--- src/rtl/cart_mem_pkg.sv ---
// Shared constants for the cartridge/loader external memory arbiter.
package cart_mem_pkg;

    localparam logic [1:0] S_IDLE    = 2'd0;
    localparam logic [1:0] S_SETUP   = 2'd1;
    localparam logic [1:0] S_ACCESS  = 2'd2;
    localparam logic [1:0] S_RECOVER = 2'd3;

    localparam logic GNT_GB = 1'b0;
    localparam logic GNT_LD = 1'b1;

    localparam int DEF_ADDR_W         = 24;
    localparam int DEF_ACCESS_CYCLES  = 3;
    localparam int DEF_RECOVER_CYCLES = 1;
    localparam int DEF_STARVE_LIMIT   = 4;

    // Bits needed to hold 0..max_val, never less than one.
    function automatic int cnt_width(input int max_val);
        return (max_val < 2) ? 1 : $clog2(max_val + 1);
    endfunction

endpackage

--- src/rtl/cart_mem_prio_sel.sv ---
// Fixed cartridge priority with a saturating starvation counter for the loader.
module cart_mem_prio_sel
    import cart_mem_pkg::*;
#(
    parameter int STARVE_LIMIT = DEF_STARVE_LIMIT
) (
    input  logic vb_clk,
    input  logic vb_rst_n,
    input  logic arbitrate,
    input  logic gb_req,
    input  logic ld_req,
    output logic gnt_valid,
    output logic gnt_winner
);

    localparam int SW = cnt_width(STARVE_LIMIT);
    localparam logic [SW-1:0] STARVE_MAX = SW'(STARVE_LIMIT);

    logic [SW-1:0] starve_cnt_reg;
    logic [SW-1:0] starve_cnt_next;
    logic          starved;

    assign starved    = (starve_cnt_reg == STARVE_MAX);
    assign gnt_valid  = arbitrate && (gb_req || ld_req);
    assign gnt_winner = (ld_req && (!gb_req || starved)) ? GNT_LD : GNT_GB;

    // Only a cartridge win over a waiting loader advances the count.
    always_comb begin
        starve_cnt_next = starve_cnt_reg;
        if (arbitrate) begin
            if (!ld_req || (gnt_winner == GNT_LD)) begin
                starve_cnt_next = '0;
            end else if (!starved) begin
                starve_cnt_next = starve_cnt_reg + SW'(1);
            end
        end
    end

    always_ff @(posedge vb_clk or negedge vb_rst_n) begin
        if (!vb_rst_n) begin
            starve_cnt_reg <= '0;
        end else begin
            starve_cnt_reg <= starve_cnt_next;
        end
    end

endmodule

--- src/rtl/cart_mem_arbiter.sv ---
// Two-port arbiter sequencing setup/strobe/recovery phases on an async byte-wide memory bus.
module cart_mem_arbiter
    import cart_mem_pkg::*;
#(
    parameter int ADDR_W         = DEF_ADDR_W,
    parameter int ACCESS_CYCLES  = DEF_ACCESS_CYCLES,
    parameter int RECOVER_CYCLES = DEF_RECOVER_CYCLES,
    parameter int STARVE_LIMIT   = DEF_STARVE_LIMIT
) (
    input  logic              vb_clk,
    input  logic              vb_rst_n,
    input  logic              gb_req,
    input  logic              gb_we,
    input  logic [ADDR_W-1:0] gb_addr,
    input  logic [7:0]        gb_wdata,
    output logic [7:0]        gb_rdata,
    output logic              gb_ack,
    input  logic              ld_req,
    input  logic              ld_we,
    input  logic [ADDR_W-1:0] ld_addr,
    input  logic [7:0]        ld_wdata,
    output logic [7:0]        ld_rdata,
    output logic              ld_ack,
    output logic [ADDR_W-1:0] mem_addr,
    output logic [7:0]        mem_dq_o,
    output logic              mem_dq_oe,
    input  logic [7:0]        mem_dq_i,
    output logic              mem_ce_n,
    output logic              mem_oe_n,
    output logic              mem_we_n,
    output logic              grant,
    output logic              busy
);

    localparam int CNT_MAX = (ACCESS_CYCLES > RECOVER_CYCLES) ? ACCESS_CYCLES : RECOVER_CYCLES;
    localparam int CNT_W   = cnt_width(CNT_MAX - 1);
    localparam logic [CNT_W-1:0] ACC_LOAD = CNT_W'(ACCESS_CYCLES - 1);
    localparam logic [CNT_W-1:0] REC_LOAD = CNT_W'(RECOVER_CYCLES - 1);

    logic [1:0]        state_reg, state_next;
    logic [CNT_W-1:0]  cnt_reg, cnt_next;
    logic              we_reg;
    logic [ADDR_W-1:0] addr_reg;
    logic [7:0]        wdata_reg;
    logic              grant_reg;
    logic              gnt_valid;
    logic              gnt_winner;
    logic              access_done;
    logic              in_strobe;

    cart_mem_prio_sel #(
        .STARVE_LIMIT(STARVE_LIMIT)
    ) u_prio_sel (
        .vb_clk    (vb_clk),
        .vb_rst_n  (vb_rst_n),
        .arbitrate (state_reg == S_IDLE),
        .gb_req    (gb_req),
        .ld_req    (ld_req),
        .gnt_valid (gnt_valid),
        .gnt_winner(gnt_winner)
    );

    assign access_done = (state_reg == S_ACCESS) && (cnt_reg == '0);

    always_comb begin
        state_next = state_reg;
        cnt_next   = cnt_reg;
        case (state_reg)
            S_IDLE: begin
                if (gnt_valid) begin
                    state_next = S_SETUP;
                end
            end
            S_SETUP: begin
                state_next = S_ACCESS;
                cnt_next   = ACC_LOAD;
            end
            S_ACCESS: begin
                if (cnt_reg == '0) begin
                    state_next = S_RECOVER;
                    cnt_next   = REC_LOAD;
                end else begin
                    cnt_next = cnt_reg - CNT_W'(1);
                end
            end
            S_RECOVER: begin
                if (cnt_reg == '0) begin
                    state_next = S_IDLE;
                end else begin
                    cnt_next = cnt_reg - CNT_W'(1);
                end
            end
            default: state_next = S_IDLE;
        endcase
    end

    // The winner's request is frozen here so the requester may move on mid-access.
    always_ff @(posedge vb_clk or negedge vb_rst_n) begin
        if (!vb_rst_n) begin
            state_reg <= S_IDLE;
            cnt_reg   <= '0;
            we_reg    <= 1'b0;
            addr_reg  <= '0;
            wdata_reg <= '0;
            grant_reg <= GNT_GB;
        end else begin
            state_reg <= state_next;
            cnt_reg   <= cnt_next;
            if (gnt_valid) begin
                grant_reg <= gnt_winner;
                we_reg    <= (gnt_winner == GNT_LD) ? ld_we    : gb_we;
                addr_reg  <= (gnt_winner == GNT_LD) ? ld_addr  : gb_addr;
                wdata_reg <= (gnt_winner == GNT_LD) ? ld_wdata : gb_wdata;
            end
        end
    end

    for (genvar gi = 0; gi < 2; gi++) begin : g_port
        logic       ack_reg;
        logic [7:0] rdata_reg;
        logic       owner;

        assign owner = (grant_reg == 1'(gi));

        always_ff @(posedge vb_clk or negedge vb_rst_n) begin
            if (!vb_rst_n) begin
                ack_reg   <= 1'b0;
                rdata_reg <= '0;
            end else begin
                ack_reg <= access_done && owner;
                if (access_done && owner && !we_reg) begin
                    rdata_reg <= mem_dq_i;
                end
            end
        end
    end

    assign gb_ack   = g_port[0].ack_reg;
    assign gb_rdata = g_port[0].rdata_reg;
    assign ld_ack   = g_port[1].ack_reg;
    assign ld_rdata = g_port[1].rdata_reg;

    // Strobes decode straight from state so reset releases the bus immediately.
    assign in_strobe = (state_reg == S_SETUP) || (state_reg == S_ACCESS);
    assign mem_ce_n  = !in_strobe;
    assign mem_oe_n  = !(in_strobe && !we_reg);
    assign mem_we_n  = !((state_reg == S_ACCESS) && we_reg);
    assign mem_dq_oe = in_strobe && we_reg;
    assign mem_addr  = addr_reg;
    assign mem_dq_o  = wdata_reg;
    assign grant     = grant_reg;
    assign busy      = (state_reg != S_IDLE);

endmodule

--- config.mk ---
export PLATFORM = sky130hd
export DESIGN_NAME = cart_mem_arbiter
export DESIGN_NICKNAME = d
export VERILOG_FILES = /design/src/rtl/cart_mem_pkg.sv /design/src/rtl/cart_mem_prio_sel.sv /design/src/rtl/cart_mem_arbiter.sv
export SDC_FILE = /design/constraint.sdc
export NUM_CORES = 1
export LEC_CHECK = 0
export ABC_CLOCK_PERIOD_IN_PS = 3350
export CORE_ASPECT_RATIO = 1.4
export CORE_MARGIN = 2
export CORE_UTILIZATION = 44
export CTS_CLUSTER_DIAMETER = 40
export CTS_CLUSTER_SIZE = 20
export DETAILED_ROUTE_END_ITERATION = 8
export PLACE_DENSITY_LB_ADDON = 0.08
export REMOVE_ABC_BUFFERS = 1
export SLEW_MARGIN = 40
export SYNTH_ARGS = -nofsm -noshare
export SYNTH_HDL_FRONTEND = slang
export SYNTH_HIERARCHICAL = 1
export SYNTH_SLANG_ARGS = --single-unit
--- constraint.sdc ---
create_clock -name vb_clk -period 3.35 [get_ports vb_clk]
set_clock_uncertainty 0.2 [all_clocks]
set_input_delay 0.335 -clock vb_clk [delete_from_list [all_inputs] [get_ports vb_clk]]
set_output_delay 0.335 -clock vb_clk [all_outputs]
set_load 0.02 [all_outputs]
Word level (Yosys, flattened, before mapping). Cells that the tools add are included. Widths: inputs -> output; s select.

Register bits: 59. Bits of input ports: 78.

Bitwise logic cells: 1. Reduce and logical (&&, ||, !) cells: 27. Equal/unequal tests: 9. Muxes and demuxes: 13. $add $sub $neg: 2.

Operators with widths (count): $mux 24 (1); $logic_and 1x1->1 (10); $mux 2 (5); $mux 8 (1); $ne 2x2->1 const B (4); $pmux 2 s4 (1); $logic_not 1->1 (6); $mux 3 (2); $pmux 2 s3 (1); $eq 2x2->1 const B (2); $logic_not 2->1 (2); $logic_or 1x1->1 (4); $reduce_and 2->1 (2); $add 3x1->3 const B (1); $eq 3x3->1 const B (1); $reduce_and 3->1 (1); $reduce_bool 3->1 (1); $eq 2x1->1 const B (1); $mux 1 (2); $ne 2x1->1 const B (1); $reduce_bool 2->1 (1); $sub 2x1->2 const B (1); $not 1->1 (1).

Longest topological paths before layout.
Depth after elaboration: 7. Gate-level depth with buffers: 8.

By module. The synthesis kept the hierarchy.

By module, submodules not included: cart_mem_arbiter (area an instance 2612.5 um^2, instances 1, cells each 225); cart_mem_prio_sel (area an instance 190.2 um^2, instances 1, cells each 20).

Worst setup path after synthesis. Ideal clock, no wire load.

Path type: register -> register. From: register state_reg[0]. To: register grant_reg, in the netlist grant. Setup slack: 1.454 ns. Buffers on the path: 2. Arrival: 1.572 ns. Cell stages (with the launch flop): 7. Path through: dfrtp_1 -> inv_1 -> ha_1 -> o21a_1 -> clkbuf_1 -> buf_2 -> mux2_2.

Longest elaborated chain between the ends: 2.

Ends and longest elaborated chain: start, declared (RTL line cart_mem_arbiter.sv:40) `logic [1:0] state_reg, state_next;`; start signal, assigned (RTL line cart_mem_arbiter.sv:107) `state_reg <= state_next;`; $logic_not 2->1 (RTL line cart_mem_arbiter.sv:56) `.arbitrate (state_reg == S_IDLE),`; $logic_and 1x1->1 (RTL line cart_mem_prio_sel.sv:24) `assign gnt_valid = arbitrate && (gb_req || ld_req);`; via gnt_valid (RTL line cart_mem_arbiter.sv:46) `logic gnt_valid;`; end signal, assigned (RTL line cart_mem_arbiter.sv:110) `grant_reg <= gnt_winner;`; end, declared (RTL line cart_mem_arbiter.sv:45) `logic grant_reg;`.

The timed path passes the listed nets, and every way through them passes these cells. A chain may end at the register's enable or synchronous reset.

Worst setup path after layout.
From: register state_reg[0]. To: output mem_dq_oe.

Longest elaborated chain between the ends: 3. Elaborated cells on any way between the ends: 4. Classes of those cells: eq/ne: 2; reduce/logical: 2.

Ends and longest elaborated chain: $eq 2x1->1 or $eq 2x2->1 (tied branches) (RTL line cart_mem_arbiter.sv:144) `assign in_strobe = (state_reg == S_SETUP) || (state_reg == S_ACCESS);`; $logic_or 1x1->1 * (RTL line cart_mem_arbiter.sv:144); $logic_and 1x1->1 * (RTL line cart_mem_arbiter.sv:148) `assign mem_dq_oe = in_strobe && we_reg;`; end, declared (RTL line cart_mem_arbiter.sv:26) `output logic mem_dq_oe,`.

Mark *: on every way between the ends. The rest lies on a longest branch, timed or not.

==> summary.txt <==
Outcome
  • Status: completed

Synthesis
  • Register area share after synthesis: 52.68%
  • Synth area leader: dfrtp_1
  • Cells after Synth: 245
  • Mean Syn Cell Area: 11.44 sq um
  • Post-Synth Simple-Gate Area: 9.196%
  • Synth Area in XOR/XNOR: 0%
  • Synth cell count leaders: 59 x dfrtp_1, 39 x nor2_1, 36 x mux2i_1
  • Netlist cell types: 28
  • Compound-cell area share of the yosys netlist: roughly 8%
  • Synth Area in Adders: 5.357%
  • Synthesis Warnings: 6
  • Ys flop type: dfrtp_1
  • Largest family of logic cells by synthesized area: multiplexers
  • Post-synth ARST share: 100.0%
  • Top cells by area, synth: dfrtp_1 53%, mux2i_1 13%, a21oi_1 6.3%, ha_1 5.4%, nor2_1 5.2%
  • Area share of the largest cell type after synthesis: approximately 53%
  • Most frequent cell after synthesis: dfrtp_1
  • Synthesized cell area: 2803 sq um
  • Fraction of synthesized area in multiplexers: 20.76%
  • Synthesized flop and latch total: 59
  • Number of synthesized flops with an enable pin: 0

Die
  • Die height: 98.44 microns
  • I/O pin total: 134
  • FP Rows: 34
  • Core Area: 6168 sq um
  • Starting Density: 45.44%
  • Die area: 7033 sq um
  • Die X: slightly above 70 microns

Power
  • Psw: ~1500 uW
  • Internal power: 2466 uW
  • Combinational group share of total power: 52.8%
  • P_leak: approximately 0.0019 uW
  • Sw frac: ~39%
  • Power share of the clock group: 15.7%
  • Max rail drop VDD: between 0.5 and 0.6 mV
  • Sequential power share: roughly a third
  • Pwr/cell area: 911.1 nW/um^2

STA
  • Worst Tran Pin Value: 614.8 ps
  • Fin crit share: between 70% and 80%
  • Min cycle time layout: around 2400 ps
  • Final hold vios: 0
  • Max-slew violations: 0
  • Fmax: 0.4104 GHz
  • RSZ-0062 raised after global routing: no
  • Final setup fails: 0
  • Hold_ws: 306.2 ps
  • Worst Slack Setup Final: 913.1 ps
  • Normalized max-slew margin: about three fifths
  • Setup TNS: 0 ps

Cells and area
  • # fillers: 466
  • Diode count: 0
  • Layout cells sized above 1: between 10 and 15%
  • Area growth, synth to finish: 57.14%
  • Register area: 1476 sq um
  • Max FFs per register: 24
  • Nets@finish: 471
  • Multi-input gate area: 1231 sq um
  • Post-route cell area: roughly 4400 sq um

Clock tree
  • Number of buffers created by CTS: 9
  • Worst-path clk slew: approximately 70 ps
  • CTS Root Cell: clkbuf_8
  • Post-CTS sizing: 0
  • Max clock buf depth: 2
  • H-tree level count: 3
  • Clock Latency Late Sink: 320 ps
  • Post-CTS setup buffer count: 0
  • Clk sink count: between 50 and 60
  • Hold buffers post-CTS: 1
  • CTS tree: yes

Critical path
  • CP Class: flop to output port
  • Data required, critical path: 2810 ps
  • Critical Path Start Type: flop
  • Arr. time, crit path: 1900 ps
  • Setup crit end kind: output port
  • Peak fanout along the critical path: 5

Placement
  • DP Area: between 4000 and 5000 sq um
  • Dpl ws: 1080 ps
  • Dpl hpwl: between 5000 and 6000 microns
  • Final Wtd Congestion: 0.8165
  • I/O Buffers: ~130

Routing
  • DR pass1 iterations: 4
  • ANT nets after route: 0
  • WL/cell: 15.02 microns
  • Initial DRC count: 101
  • Drt via density: 4.928
  • DRC violations left: 0
  • DR vias: 2257
  • Post-Route WL: 6881 microns

GRT
  • Gr ovfl total: 0
  • GR Util All Layers: 20.43%
  • Global-route wire length before repair: 11070 microns
  • Initial antenna violation count: 0
  • Largest net degree at the start of global routing: 37
  • Vias in the first global route: roughly 2400

Flow run
  • Max Cap Viol: 0

Min path
  • Hold Crit Class: flop to flop
-- layout by cell type (no fill, tap or decap), types with 2 or more instances in the layout --
master,instances
a21oi_1,35
a31oi_1,2
and2_1,2
buf_4,3
clkbuf_8,10
clkdlybuf4s50_1,132
clkinv_2,3
dfrtp_1,59
ha_1,12
inv_1,9
mux2_2,9
mux2_4,8
mux2i_1,36
nand2_1,5
nand2b_1,2
nand4_1,2
nor2_1,39
o22ai_1,2
-- path summary, 6_finish.rpt --
check                           cells after the start         start  slack, ps           end
worst max-delay path                                4  state_reg[0]        910     mem_dq_oe
worst min-delay path                                1   gb_rdata[5]        310   gb_rdata[5]
worst max register to register                      6  state_reg[0]       1100  mem_addr[14]
worst min register to register                      1   gb_rdata[5]        310   gb_rdata[5]
max in group asynchronous                           3      vb_rst_n       1730   mem_dq_o[2]
min in group asynchronous                           2      vb_rst_n        360   mem_addr[3]
-- worst max-delay path, cell delays in order, from the launching register on --
cell and delay, ps:
dfrtp_1 380, inv_1 120, ha_1 330, and2_1 140, clkdlybuf4s50_1 610
-- metal layers --
layer / vias up / share of wire, % / GRT usage [%]
met1: 1043 / 40 / 24.95
met2: 90 / 49 / 32.62
li1: 1116 / - / -
met5: - / 0 / 0
met4: 0 / 1.9 / 9.869
met3: 8 / 8.6 / 6.339
-- cells by family (layout without fill, tap and decap cells) --
group | Yosys count | count (layout)
adder cells (fa/ha/maj) | 12 | 12
AND/OR/NAND/NOR | 56 | 56
buffers and inverters | 22 | 163
multiplexers | 53 | 53
AO/OA/AOI/OAI | 43 | 43
flip-flops | 59 | 59
-- power groups by stage --
stage / Sequential [uW] / Combinational, uW / Clock, uW
4_1_cts: 1270 / 2140 / 652
6_report: 1270 / 2120 / 630
3_3_place_gp: 1270 / 2080 / 0
2_1_floorplan: 1620 / 786 / 0
3_5_place_dp: 1280 / 2130 / 0
5_1_grt: 1310 / 2280 / 677
-- cell type report --
class,instances,area share [%]
clock buffer,11,3.210
clock inverter,5,1.193
inverter,9,0.7670
multi-input combinational,164,27.95
sequential,59,33.52
tap,72,2.045
timing repair buffer,138,31.31
-- metrics by stage --
step / total power [uW] / instances / util (%)
after floorplan: 2410 / 232 / -
after global placement: 3349 / 441 / 68.09
after detailed placement: 3409 / 441 / 68.09
after CTS: 4060 / 458 / 71.40
after global routing: 4272 / 458 / 71.40
final: 4013 / 458 / 71.40
Power figures use the tool's default switching activity.
